[config.mk]
export PLATFORM = sky130hd
export DESIGN_NAME = alu_seq_flat
export DESIGN_NICKNAME = d
export VERILOG_FILES = /design/src/rtl/alu_seq_if.sv /design/src/rtl/alu_seq.sv /design/src/flat_wrapper.sv
export SDC_FILE = /design/constraint.sdc
export NUM_CORES = 1
export LEC_CHECK = 0
export CAP_MARGIN = 10
export CORE_MARGIN = 10
export CORE_UTILIZATION = 40
export DETAILED_ROUTE_END_ITERATION = 8
export GPL_TIMING_DRIVEN = 1
export RECOVER_POWER = 50
export SLEW_MARGIN = 20
export SYNTH_ARGS = -nofsm -noshare
export SYNTH_HDL_FRONTEND = slang
export SYNTH_SLANG_ARGS = --single-unit
export TNS_END_PERCENT = 30
[constraint.sdc]
create_clock -name clk -period 13.85 [get_ports clk]
set_input_delay 2.77 -clock clk [delete_from_list [all_inputs] [get_ports clk]]
set_output_delay 2.77 -clock clk [all_outputs]
set_load 0.02 [all_outputs]
[src/rtl/alu_seq_if.sv]
// rtl/alu_seq_if.sv - operand/result handshake bundle for alu_seq
interface alu_seq_if #(
   parameter int WIDTH = 64
);
   logic             in_valid;
   logic             in_ready;
   logic [WIDTH-1:0] A;
   logic [WIDTH-1:0] B;
   logic [2:0]       cntrl;
   logic             out_valid;
   logic             out_ready;
   logic [WIDTH-1:0] result;
   logic             negative;
   logic             zero;
   logic             overflow;
   logic             carry_out;

   modport master (
      output in_valid, A, B, cntrl, out_ready,
      input  in_ready, out_valid, result, negative, zero, overflow, carry_out
   );

   modport slave (
      input  in_valid, A, B, cntrl, out_ready,
      output in_ready, out_valid, result, negative, zero, overflow, carry_out
   );
endinterface

[src/rtl/alu_seq.sv]
// rtl/alu_seq.sv - registered ALU with handshake, LSL and iterative shift-add multiply
module alu_seq #(
   parameter int WIDTH   = 64,
   parameter int SHAMT_W = $clog2(WIDTH)
) (
   input logic     clk,
   input logic     reset,
   alu_seq_if.slave bus
);
   localparam logic [2:0] OP_PASS = 3'b000;
   localparam logic [2:0] OP_LSL  = 3'b001;
   localparam logic [2:0] OP_ADD  = 3'b010;
   localparam logic [2:0] OP_SUB  = 3'b011;
   localparam logic [2:0] OP_AND  = 3'b100;
   localparam logic [2:0] OP_OR   = 3'b101;
   localparam logic [2:0] OP_XOR  = 3'b110;
   localparam logic [2:0] OP_MUL  = 3'b111;

   typedef enum logic [1:0] {
      ST_IDLE = 2'd0,
      ST_MUL  = 2'd1,
      ST_DONE = 2'd2
   } state_t;

   state_t             state_q, state_d;
   logic [WIDTH-1:0]   result_q, result_d;
   logic               neg_q, neg_d;
   logic               zero_q, zero_d;
   logic               ovf_q, ovf_d;
   logic               cout_q, cout_d;
   logic [WIDTH-1:0]   mcand_q, mcand_d;
   logic [WIDTH-1:0]   mplier_q, mplier_d;
   logic [WIDTH-1:0]   acc_q, acc_d;
   logic [SHAMT_W-1:0] cnt_q, cnt_d;

   logic [WIDTH-1:0]   b_op;
   logic               is_sub;
   logic [WIDTH:0]     sum_w;
   logic [WIDTH-1:0]   alu_res;
   logic               alu_ovf;
   logic               alu_cout;
   logic [WIDTH-1:0]   acc_sum;
   logic               accept;

   assign accept = bus.in_valid && (state_q == ST_IDLE);

   // SUB reuses the adder as A + ~B + 1, so carry_out=1 means no borrow
   always_comb begin
      is_sub   = (bus.cntrl == OP_SUB);
      b_op     = is_sub ? ~bus.B : bus.B;
      sum_w    = {1'b0, bus.A} + {1'b0, b_op} + {{WIDTH{1'b0}}, is_sub};
      alu_res  = '0;
      alu_ovf  = 1'b0;
      alu_cout = 1'b0;
      case (bus.cntrl)
         OP_PASS: alu_res = bus.B;
         OP_LSL:  alu_res = bus.A << bus.B[SHAMT_W-1:0];
         OP_ADD, OP_SUB: begin
            alu_res  = sum_w[WIDTH-1:0];
            alu_cout = sum_w[WIDTH];
            alu_ovf  = (bus.A[WIDTH-1] == b_op[WIDTH-1]) &&
                       (sum_w[WIDTH-1] != bus.A[WIDTH-1]);
         end
         OP_AND:  alu_res = bus.A & bus.B;
         OP_OR:   alu_res = bus.A | bus.B;
         OP_XOR:  alu_res = bus.A ^ bus.B;
         default: alu_res = '0;
      endcase
   end

   assign acc_sum = acc_q + (mplier_q[0] ? mcand_q : '0);

   always_comb begin
      state_d  = state_q;
      result_d = result_q;
      neg_d    = neg_q;
      zero_d   = zero_q;
      ovf_d    = ovf_q;
      cout_d   = cout_q;
      mcand_d  = mcand_q;
      mplier_d = mplier_q;
      acc_d    = acc_q;
      cnt_d    = cnt_q;
      case (state_q)
         ST_IDLE: begin
            if (accept) begin
               if (bus.cntrl == OP_MUL) begin
                  mcand_d  = bus.A;
                  mplier_d = bus.B;
                  acc_d    = '0;
                  cnt_d    = '0;
                  state_d  = ST_MUL;
               end else begin
                  result_d = alu_res;
                  neg_d    = alu_res[WIDTH-1];
                  zero_d   = (alu_res == '0);
                  ovf_d    = alu_ovf;
                  cout_d   = alu_cout;
                  state_d  = ST_DONE;
               end
            end
         end
         ST_MUL: begin
            acc_d    = acc_sum;
            mcand_d  = mcand_q << 1;
            mplier_d = mplier_q >> 1;
            cnt_d    = cnt_q + 1'b1;
            // Always runs all WIDTH iterations to keep latency fixed
            if (cnt_q == SHAMT_W'(WIDTH - 1)) begin
               result_d = acc_sum;
               neg_d    = acc_sum[WIDTH-1];
               zero_d   = (acc_sum == '0);
               ovf_d    = 1'b0;
               cout_d   = 1'b0;
               state_d  = ST_DONE;
            end
         end
         ST_DONE: begin
            if (bus.out_ready) begin
               state_d = ST_IDLE;
            end
         end
         default: state_d = ST_IDLE;
      endcase
   end

   always_ff @(posedge clk) begin
      if (reset) begin
         state_q  <= ST_IDLE;
         result_q <= '0;
         neg_q    <= 1'b0;
         zero_q   <= 1'b0;
         ovf_q    <= 1'b0;
         cout_q   <= 1'b0;
         mcand_q  <= '0;
         mplier_q <= '0;
         acc_q    <= '0;
         cnt_q    <= '0;
      end else begin
         state_q  <= state_d;
         result_q <= result_d;
         neg_q    <= neg_d;
         zero_q   <= zero_d;
         ovf_q    <= ovf_d;
         cout_q   <= cout_d;
         mcand_q  <= mcand_d;
         mplier_q <= mplier_d;
         acc_q    <= acc_d;
         cnt_q    <= cnt_d;
      end
   end

   assign bus.in_ready  = (state_q == ST_IDLE);
   assign bus.out_valid = (state_q == ST_DONE);
   assign bus.result    = result_q;
   assign bus.negative  = neg_q;
   assign bus.zero      = zero_q;
   assign bus.overflow  = ovf_q;
   assign bus.carry_out = cout_q;
endmodule

[src/flat_wrapper.sv]
// flat-port wrapper written by rule: the top's interface ports become plain ports
module alu_seq_flat 
#(
   parameter int WIDTH   = 64,
   parameter int SHAMT_W = $clog2(WIDTH)
)
  (clk, reset, bus_in_valid, bus_A, bus_B, bus_cntrl, bus_out_ready, bus_in_ready, bus_out_valid, bus_result, bus_negative, bus_zero, bus_overflow, bus_carry_out);
  alu_seq_if #(.WIDTH(WIDTH)) bus_i ();
  input logic clk;
  input logic reset;
  input wire logic [$bits(bus_i.in_valid)-1:0] bus_in_valid;
  input wire logic [$bits(bus_i.A)-1:0] bus_A;
  input wire logic [$bits(bus_i.B)-1:0] bus_B;
  input wire logic [$bits(bus_i.cntrl)-1:0] bus_cntrl;
  input wire logic [$bits(bus_i.out_ready)-1:0] bus_out_ready;
  output wire logic [$bits(bus_i.in_ready)-1:0] bus_in_ready;
  output wire logic [$bits(bus_i.out_valid)-1:0] bus_out_valid;
  output wire logic [$bits(bus_i.result)-1:0] bus_result;
  output wire logic [$bits(bus_i.negative)-1:0] bus_negative;
  output wire logic [$bits(bus_i.zero)-1:0] bus_zero;
  output wire logic [$bits(bus_i.overflow)-1:0] bus_overflow;
  output wire logic [$bits(bus_i.carry_out)-1:0] bus_carry_out;
  assign bus_i.in_valid = bus_in_valid;
  assign bus_i.A = bus_A;
  assign bus_i.B = bus_B;
  assign bus_i.cntrl = bus_cntrl;
  assign bus_i.out_ready = bus_out_ready;
  assign bus_in_ready = bus_i.in_ready;
  assign bus_out_valid = bus_i.out_valid;
  assign bus_result = bus_i.result;
  assign bus_negative = bus_i.negative;
  assign bus_zero = bus_i.zero;
  assign bus_overflow = bus_i.overflow;
  assign bus_carry_out = bus_i.carry_out;
  alu_seq #(.WIDTH(WIDTH), .SHAMT_W(SHAMT_W)) u_core (.clk(clk), .reset(reset), .bus(bus_i));
endmodule
**Word-level counts from Yosys, hierarchy flattened**

Cells that the tools add are included.
Widths: inputs -> output; s select.

- Output and inout port bits: 70
- Register bits after elaboration: 268
- Word-level logic and storage cells: 88

- Bitwise gates (word level): 4
- Shift-type cells: 1
- Add/sub/neg operators: 4
- Mux-type cells: 41
- Eq/ne operators: 17
- Reductions and logical operators: 11

Operator list:

| cell | count |
|---|---|
| $mux 64 | 11 |
| $pmux 64 s2 | 4 |
| $pmux 64 s6 | 1 |
| $logic_not 64->1 | 2 |
| $add 64x64->65 | 1 |
| $add 65x1->65 | 1 |
| $add 64x64->64 | 1 |
| $and 64x64->64 | 1 |
| $not 64->64 | 1 |
| $or 64x64->64 | 1 |
| $shl 64x6->64 | 1 |
| $xor 64x64->64 | 1 |
| $mux 1 | 13 |
| $eq 3x3->1 const B | 4 |
| $mux 6 | 2 |
| $pmux 6 s2 | 1 |
| $mux 2 | 4 |
| $pmux 1 s2 | 4 |
| $add 6x1->6 const B | 1 |
| $eq 3x2->1 const B | 2 |
| $eq 6x6->1 const B | 1 |
| $ne 2x1->1 const B | 3 |
| $pmux 2 s3 | 1 |
| $reduce_and 3->1 | 2 |
| 12 further kinds | 14 |

**Depth between registers and ports, before layout**

Gate-level depths: netlist of run 1.

- Word-level depth: 10
- Gate-level depth with buffers: 25
- Mapped depth without buffers: 17

**Least setup slack after synthesis of run 1**

OpenSTA, ideal clock, no wires.

- Kind: input -> register
- Start: input port bus_cntrl[1]
- End: register u_core.zero_q, in the netlist u_core.bus.zero
- Buffers on the path: 9
- Arrival time: 8864 ps
- Setup time: 62 ps
- Setup slack: 4923 ps
- Stages on the path: 25
- Cells stage by stage: clkbuf_1 nor2b_1 clkbuf_1 clkbuf_1 clkbuf_1 clkbuf_1 clkbuf_1 clkbuf_1 nand2_1 clkbuf_1 xnor2_1 ha_1 clkbuf_1 nand2_1 nor4_2 o211ai_1 a2111o_1 a211o_1 a21boi_0 o31ai_1 or4_1 or4_1 nor4_1 nand4_1 nand3_1

- Word-level cells in the longest chain between the ends: 9

Ends and longest elaborated chain:

| what | RTL line | source |
|---|---|---|
| from (decl) | flat_wrapper.sv:14 | `input wire logic [$bits(bus_i.cntrl)-1:0] bus_cntrl;` |
| $eq 3x2->1 | alu_seq.sv:49, alu_seq.sv:55 |  |
| $mux 64 | alu_seq.sv:50 | `b_op = is_sub ? ~bus.B : bus.B;` |
| $add 64x64->65 | alu_seq.sv:51 | `sum_w = {1'b0, bus.A} + {1'b0, b_op} + {{WIDTH{1'b0}}, is_sub};` |
| $add 65x1->65 | alu_seq.sv:51 |  |
| $pmux 64 s6 | alu_seq.sv:55 | `case (bus.cntrl)` |
| $logic_not 64->1 | alu_seq.sv:96 | `zero_d = (alu_res == '0);` |
| $mux 1 | alu_seq.sv:87 | `if (bus.cntrl == OP_MUL) begin` |
| $mux 1 | alu_seq.sv:86 | `if (accept) begin` |
| $pmux 1 s2 | alu_seq.sv:84 | `case (state_q)` |
| to (signal assigned) | alu_seq.sv:143 | `zero_q <= zero_d;` |
| to (decl) | alu_seq.sv:28 | `logic zero_q, zero_d;` |

Several ways; a longest one is shown, not always the timed one. The select of a mux whose other input is x is not followed.
A chain may end at the register's enable or synchronous reset.

**Worst setup path in the final report of run 1**

- Start: input port bus_cntrl[2]
- End: register u_core.mplier_q[8]

- Word-level cells in the longest chain between the ends: 3

Ends and longest elaborated chain:

| what | RTL line | source |
|---|---|---|
| $eq 3x3->1 | alu_seq.sv:87 |  |
| $ne 2x1->1 (no source line) | -- |  |
| $reduce_and 3->1 (no source line) | -- |  |
| to (signal assigned) | alu_seq.sv:147 | `mplier_q <= mplier_d;` |
| to (decl) | alu_seq.sv:32 | `logic [WIDTH-1:0] mplier_q, mplier_d;` |

No other way between the ends.

==> results of run 1 <==
## final cells by class
type                            count  area, µm²  area share
Clock inverter                     15        155     0.00476
Tap cell                          950       1190      0.0365
Sequential cell                   267       5350       0.164
Clock buffer                       45        943      0.0289
Inverter                          169        634      0.0195
Multi-Input combinational cell   3294      21900       0.673
Timing Repair Buffer              253       2380      0.0732
## worst max-delay path, stage by stage
cell and delay, ns:
clkbuf_1 1.90, clkbuf_1 1.34, and3_1 0.53, a21oi_1 0.14
nor2_1 0.35, clkbuf_1 2.24, buf_4 0.98, nor2_1 0.08
a311oi_1 0.29
## state kept, by name, summed over array words and instances, names as in the netlist
name	cells
u_core.cnt_q	6
u_core.bus.result	64
u_core.bus.zero	1
u_core.mplier_q	64
u_core.bus.overflow	1
u_core.state_q	2
u_core.bus.carry_out	1
u_core.acc_q	64
u_core.mcand_q	64
## routing by layer
layer / GRT usage / part of all wire / vias up
met4: 0.0912 / 0.035 / 2
met1: 0.415 / 0.45 / 15029
li1: - / - / 14656
met5: 0 / 0.00010 / -
met2: 0.421 / 0.42 / 1564
met3: 0.0396 / 0.092 / 201
## kinds of logic after synthesis
| kind of cell | count (synthesis) |
|---|---|
| xor+xnor | 131 |
| fa+ha+maj | 273 |
| mux | 187 |
| compound gates | 1193 |
| simple gates | 1510 |
| buf+inv | 454 |
| flops | 267 |
## report_power, final
| part | leakage [µW] | switching [µW] | total, µW | internal [µW] |
|---|---|---|---|---|
| Combinational | 0.0107 | 647 | 989 | 342 |
| Clock | 0.000535 | 378 | 898 | 520 |
| Sequential | 0.00217 | 25.1 | 832 | 806 |
## how the worst min path moves through the flow
stage,to,slack [ns]
finish,u_core.bus.result[45]$_SDFFE_PP0P_,0.44
global route,u_core.bus.result[34]$_SDFFE_PP0P_,0.46
CTS,u_core.bus.result[54]$_SDFFE_PP0P_,0.45
detailed placement,u_core.bus.result[54]$_SDFFE_PP0P_,0.44
global placement,u_core.bus.result[6]$_SDFFE_PP0P_,0.44
floorplan,u_core.acc_q[58]$_SDFFE_PP0P_,0.44
## per-stage QoR
| step | worst slack (ns) | instance area, µm² | hold WS (ns) | power [µW] |
|---|---|---|---|---|
| 2_1_floorplan | 4.92 | 29000 | 0.436 | 1440 |
| 3_3_place_gp | 4.76 | 31500 | 0.439 | 1810 |
| 3_5_place_dp | 4.83 | 31500 | 0.445 | 1810 |
| 4_1_cts | 5.41 | 32600 | 0.453 | 2720 |
| 5_1_grt | 3.01 | 32600 | 0.460 | 2840 |
| 6_report | 3.49 | 32600 | 0.445 | 2720 |
## cell usage in the layout (no fill, tap or decap), types with 19 or more instances in the layout
| master | instances |
|---|---|
| nand2_1 | 680 |
| nor2_1 | 392 |
| a21oi_1 | 365 |
| ha_1 | 271 |
| dfxtp_1 | 267 |
| o21ai_0 | 198 |
| inv_1 | 166 |
| a311oi_1 | 135 |
| clkdlybuf4s50_1 | 127 |
| mux2i_1 | 98 |
| xnor2_1 | 95 |
| and2_1 | 80 |
| a21o_1 | 70 |
| dlygate4sd3_1 | 70 |
| nor3_1 | 64 |
| nand3_1 | 63 |
| nand4_1 | 57 |
| mux4_2 | 57 |
| o211ai_1 | 50 |
| o22ai_1 | 48 |
| buf_4 | 45 |
| a211oi_1 | 41 |
| a22oi_1 | 37 |
| xor2_1 | 36 |
| clkbuf_16 | 35 |
| mux2_2 | 27 |
| or3_1 | 26 |
| a31oi_1 | 25 |
| o21a_1 | 25 |
| and3_1 | 24 |
| nor4_1 | 22 |
| o21bai_1 | 22 |
| o221ai_1 | 19 |
==> qor.csv, run 1 <==
metric,value,unit
Final Net Count,4428,
Mean Syn Cell Area,7.21,µm²
final setup violating endpoints,0,
final wirelength,125000,µm
Critical path origin,bus_cntrl[2],
RePlAce Congestion,1.06,
die height,289,µm
status,"complete, but fails checks",
Cell variety after synth,85,
r2r endpoint,u_core.bus.zero$_SDFFE_PP0P_,
Clock Sinks,267,
1st-pass router iterations,7,
Max-Cap Viols,4,
Critical Path Sink Type,register,
initial DRC count,3839,
worst min-delay path class,register to register,
CTS tree,built,
Post-Syn Instances,4015,
headroom to the max-slew limit,-1.19,
dominant cell type by area after synthesis,dfxtp_1,
IO Port Bufs,204,
Worst Tran Pin Value,3.29,ns
Synth top area share,0.185,
clock latency on the worst-skew pair,0.56,ns
worst r2r path cells,15,
setup total negative slack,0,ns
GR Util All Layers,0.284,
simple-gate share of the synthesized area,0.232,
initial antenna violation count,3,
Critical Path Source Type,input pin,
layout cells sized above 1,0.0579,
launch point of the worst reg-to-reg path,u_core.mplier_q[0]$_SDFFE_PP0P_,
remaining antenna violation count after routing,0,
Clock transition at path regs,0.06,ns
period utilisation layout,0.748,
post-CTS setup buffers,0,
Final Skew,0.0135,ns
fmax,0.0965,GHz
"Hold-fix buffers, CTS",0,
worst hold path startpoint,u_core.bus.result[45]$_SDFFE_PP0P_,
drt via density,6.30,
root buf cell,clkbuf_16,
Syn Nets,4423,
die area,83600,µm²
Rows,98,
sequential fraction of the synthesis area,0.185,
Synth Cell Area,29000,µm²
post-route minimum period,10.36,ns
post-synthesis adder-cell area fraction,0.118,
DP Cell Count,4933,
initial core utilization,0.404,
Crit path required time,14.31,ns
Compound-Gate Fraction of Synth Area,0.272,
Max VDD drop,0.0000946,V
share of flip-flops with an asynchronous set or reset,0,
static leakage,0.0134,µW
largest family of logic cells by synthesized area,compound AO/OA/AOI/OAI gates,
first-pass GRT wire length,183000,µm
Worst EP arrival,10.83,ns
Die Wd,289,µm
Fin. Hold Viols,0,
r2r setup slk,8.26,ns
crit path max fanout,96,
ys flop type,dfxtp_1,
Final Non-Filler Cells,4993,
fillcell total,7457,
I/O Pins,205,
via count,31452,
failing checks,"capacitance limit, slew limit",
Resize count post-CTS,0,
synth cell count leaders,"nand2_1, nor2_1, a21oi_1, ha_1, dfxtp_1",
Layout area overhead,12.5,%
RSZ-0062 raised after global routing,no,
hold path cells,2,
Cell Pwr Density,83.4,nW/µm²
post-synthesis mux area share,0.0932,
final core occ,0.455,
Synth Register Bits,267,
total grt overflow,0,
Ys Warns,0,
core area,71600,µm²
Post-Synth XOR/XNOR Area,0.0396,
routed len/inst,24.9,µm
critical path class,input pin to register,
Post-synth EDFFs,0,
Critical Path End,u_core.mplier_q[8]$_SDFFE_PP0P_,
HPWL Detailed,95900,µm
Pins Over Slew Limit,208,
vias in the first global route,28515,
Inserted Diodes,0,
largest cells by area after synthesis,"dfxtp_1, ha_1, nand2_1",
top-count cell post-synth,nand2_1,
CTS max path bufs,3,
Clock H-tree levels,2,
DRC viols,0,
CTS buffer count,35,
largest net degree at the start of global routing,113,
Power figures use the tool's default switching activity.
==> run 2, diff against run 1 <==
==> constraint.sdc (replaced) <==
create_clock -name clk -period 10.4 [get_ports clk]
set_input_delay 2.08 -clock clk [delete_from_list [all_inputs] [get_ports clk]]
set_output_delay 2.08 -clock clk [all_outputs]
set_load 0.02 [all_outputs]
==> run 2 against run 1 <==
Compared with the run above: the run still ends with capacitance limit, slew limit left; largest cell class unchanged; clock skew up 0.0043 ns; non-clock buffer count down 4; sequential share of layout area about the same; critical endpoint is now u_core.mplier_q[15]$_SDFFE_PP0P_; setup slack worse by 0.91 ns.
==> qor.csv, run 2 (same netlist as run 1, synthesis figures left out) <==
metric,value,unit
worst hold slack,0.446,ns
"commonest non-fill, non-tap cell in the layout",nand2_1,
dpl cell area,31500,µm²
1st-pass router iterations,6,
CTS buffer count,35,
RSZ-0062 raised after global routing,no,
final setup violating endpoints,0,
critical path class,input pin to register,
Critical Path Source Type,input pin,
Die Wd,289,µm
switching portion of total power,0.383,
Crit path required time,10.86,ns
Final Non-Filler Cells,4992,
Final Skew,0.0178,ns
Clock H-tree levels,2,
total grt overflow,0,
static leakage,0.0134,µW
Layout area overhead,12.8,%
IO Port Bufs,204,
Psw,1420,µW
HPWL Detailed,95600,µm
fillcell total,7547,
die area,83600,µm²
root buf cell,clkbuf_16,
vias in the first global route,28573,
crit-path max cell delay,2.11,ns
RePlAce Congestion,1.04,
final instance area,32700,µm²
largest net degree at the start of global routing,199,
Fin. Hold Viols,0,
status,"complete, but fails checks",
layout cells sized above 1,0.0594,
initial core utilization,0.404,
first-pass GRT wire length,184000,µm
I/O Pins,205,
CTS max path bufs,3,
routed len/inst,24.9,µm
initial DRC count,3495,
Critical Path Sink Type,register,
DRC viols,0,
worst min-delay path class,register to register,
GR Util All Layers,0.285,
Pins Over Slew Limit,165,
Max VDD drop,0.0000947,V
Max-Cap Viols,3,
failing checks,"capacitance limit, slew limit",
Cell Pwr Density,113,nW/µm²
post-route minimum period,7.82,ns
Logic pwr share,0.357,
Worst EP arrival,8.28,ns
initial antenna violation count,1,
die height,289,µm
"Hold-fix buffers, CTS",0,
Critical Path Slowest Stage Cell,clkbuf_1,
remaining antenna violation count after routing,0,
crit path max fanout,97,
fmax,0.128,GHz
CTS tree,built,
DP Cell Count,4929,
Worst Tran Pin Value,3.70,ns
headroom to the max-slew limit,-1.46,
clock latency on the worst-skew pair,0.57,ns
Pint,2280,µW
drt via density,6.25,
period utilisation layout,0.752,
Rows,98,
via count,31191,
power after layout,3700,µW
setup total negative slack,0,ns
Resize count post-CTS,0,
most frequent cells in the layout,"nand2_1, nor2_1, a21oi_1",
core area,71600,µm²
Clock Sinks,267,
Final Net Count,4424,
crit-path cells,"buf_4, clkbuf_1, and3_1, a21oi_1, nor2_4, clkbuf_1, buf_4, nor2_1, a311oi_1",
final wirelength,124000,µm
Seq pwr share,0.299,
Clk pwr share,0.344,
post-CTS setup buffers,0,
Clock transition at path regs,0.06,ns
## run 2: cell count changes in the layout (fill, tap and decap cells not counted), sizes merged
cell,before,now
bufinv,2,3
inv,167,169
buf,52,49
diode,0,1
clkinv,12,10
## run 2: stage by stage
stage	setup slack, ns	utilization
after floorplan	2.16	-
after global placement	2.54	0.440
after detailed placement	2.49	0.440
after CTS	3.07	0.456
after global routing	2.12	0.456
final	2.58	0.456
## run 2: area by class of cell
class | instances | area [µm²] | share of cell area
antenna | 1 | 2.50 | 0.0000766
clock buffer | 46 | 997 | 0.0305
clock inverter | 16 | 196 | 0.00601
inverter | 169 | 634 | 0.0194
multi-input combinational | 3294 | 21900 | 0.672
sequential | 267 | 5350 | 0.164
tap | 950 | 1190 | 0.0364
timing repair buffer | 249 | 2360 | 0.0723
## run 2: worst paths after layout
kind	startpoint	to	slack, ns	cells past startpoint
worst min register to register	u_core.bus.result[31]$_SDFFE_PP0P_	u_core.bus.result[31]$_SDFFE_PP0P_	0.45	2
worst max register to register	u_core.mplier_q[0]$_SDFFE_PP0P_	u_core.bus.zero$_SDFFE_PP0P_	4.99	15
worst min-delay path	u_core.bus.result[31]$_SDFFE_PP0P_	u_core.bus.result[31]$_SDFFE_PP0P_	0.45	2
worst max-delay path	bus_cntrl[2]	u_core.mplier_q[15]$_SDFFE_PP0P_	2.58	9
## run 2: per-layer routing
metal / vias up / track usage / part of all wire
met1: 14843 / 0.419 / 0.46
met3: 210 / 0.0442 / 0.092
met2: 1488 / 0.417 / 0.42
li1: 14650 / - / -
met4: 0 / 0.0920 / 0.035
met5: - / 0 / 0
## run 2: power by group through the flow
stage | Clock [µW] | Sequential, µW | Combinational, µW
5_1_grt | 1340 | 1110 | 1410
6_report | 1270 | 1110 | 1320
2_1_floorplan | 0 | 1140 | 768
3_3_place_gp | 0 | 1130 | 1290
3_5_place_dp | 0 | 1130 | 1290
4_1_cts | 1300 | 1110 | 1290
## run 2: worst max-delay path: cells and delay by family
family                 cells  cell delay, ns
AO/OA/AOI/OAI              2            0.50
buffers and inverters      4            4.81
AND/OR/NAND/NOR            3            0.69
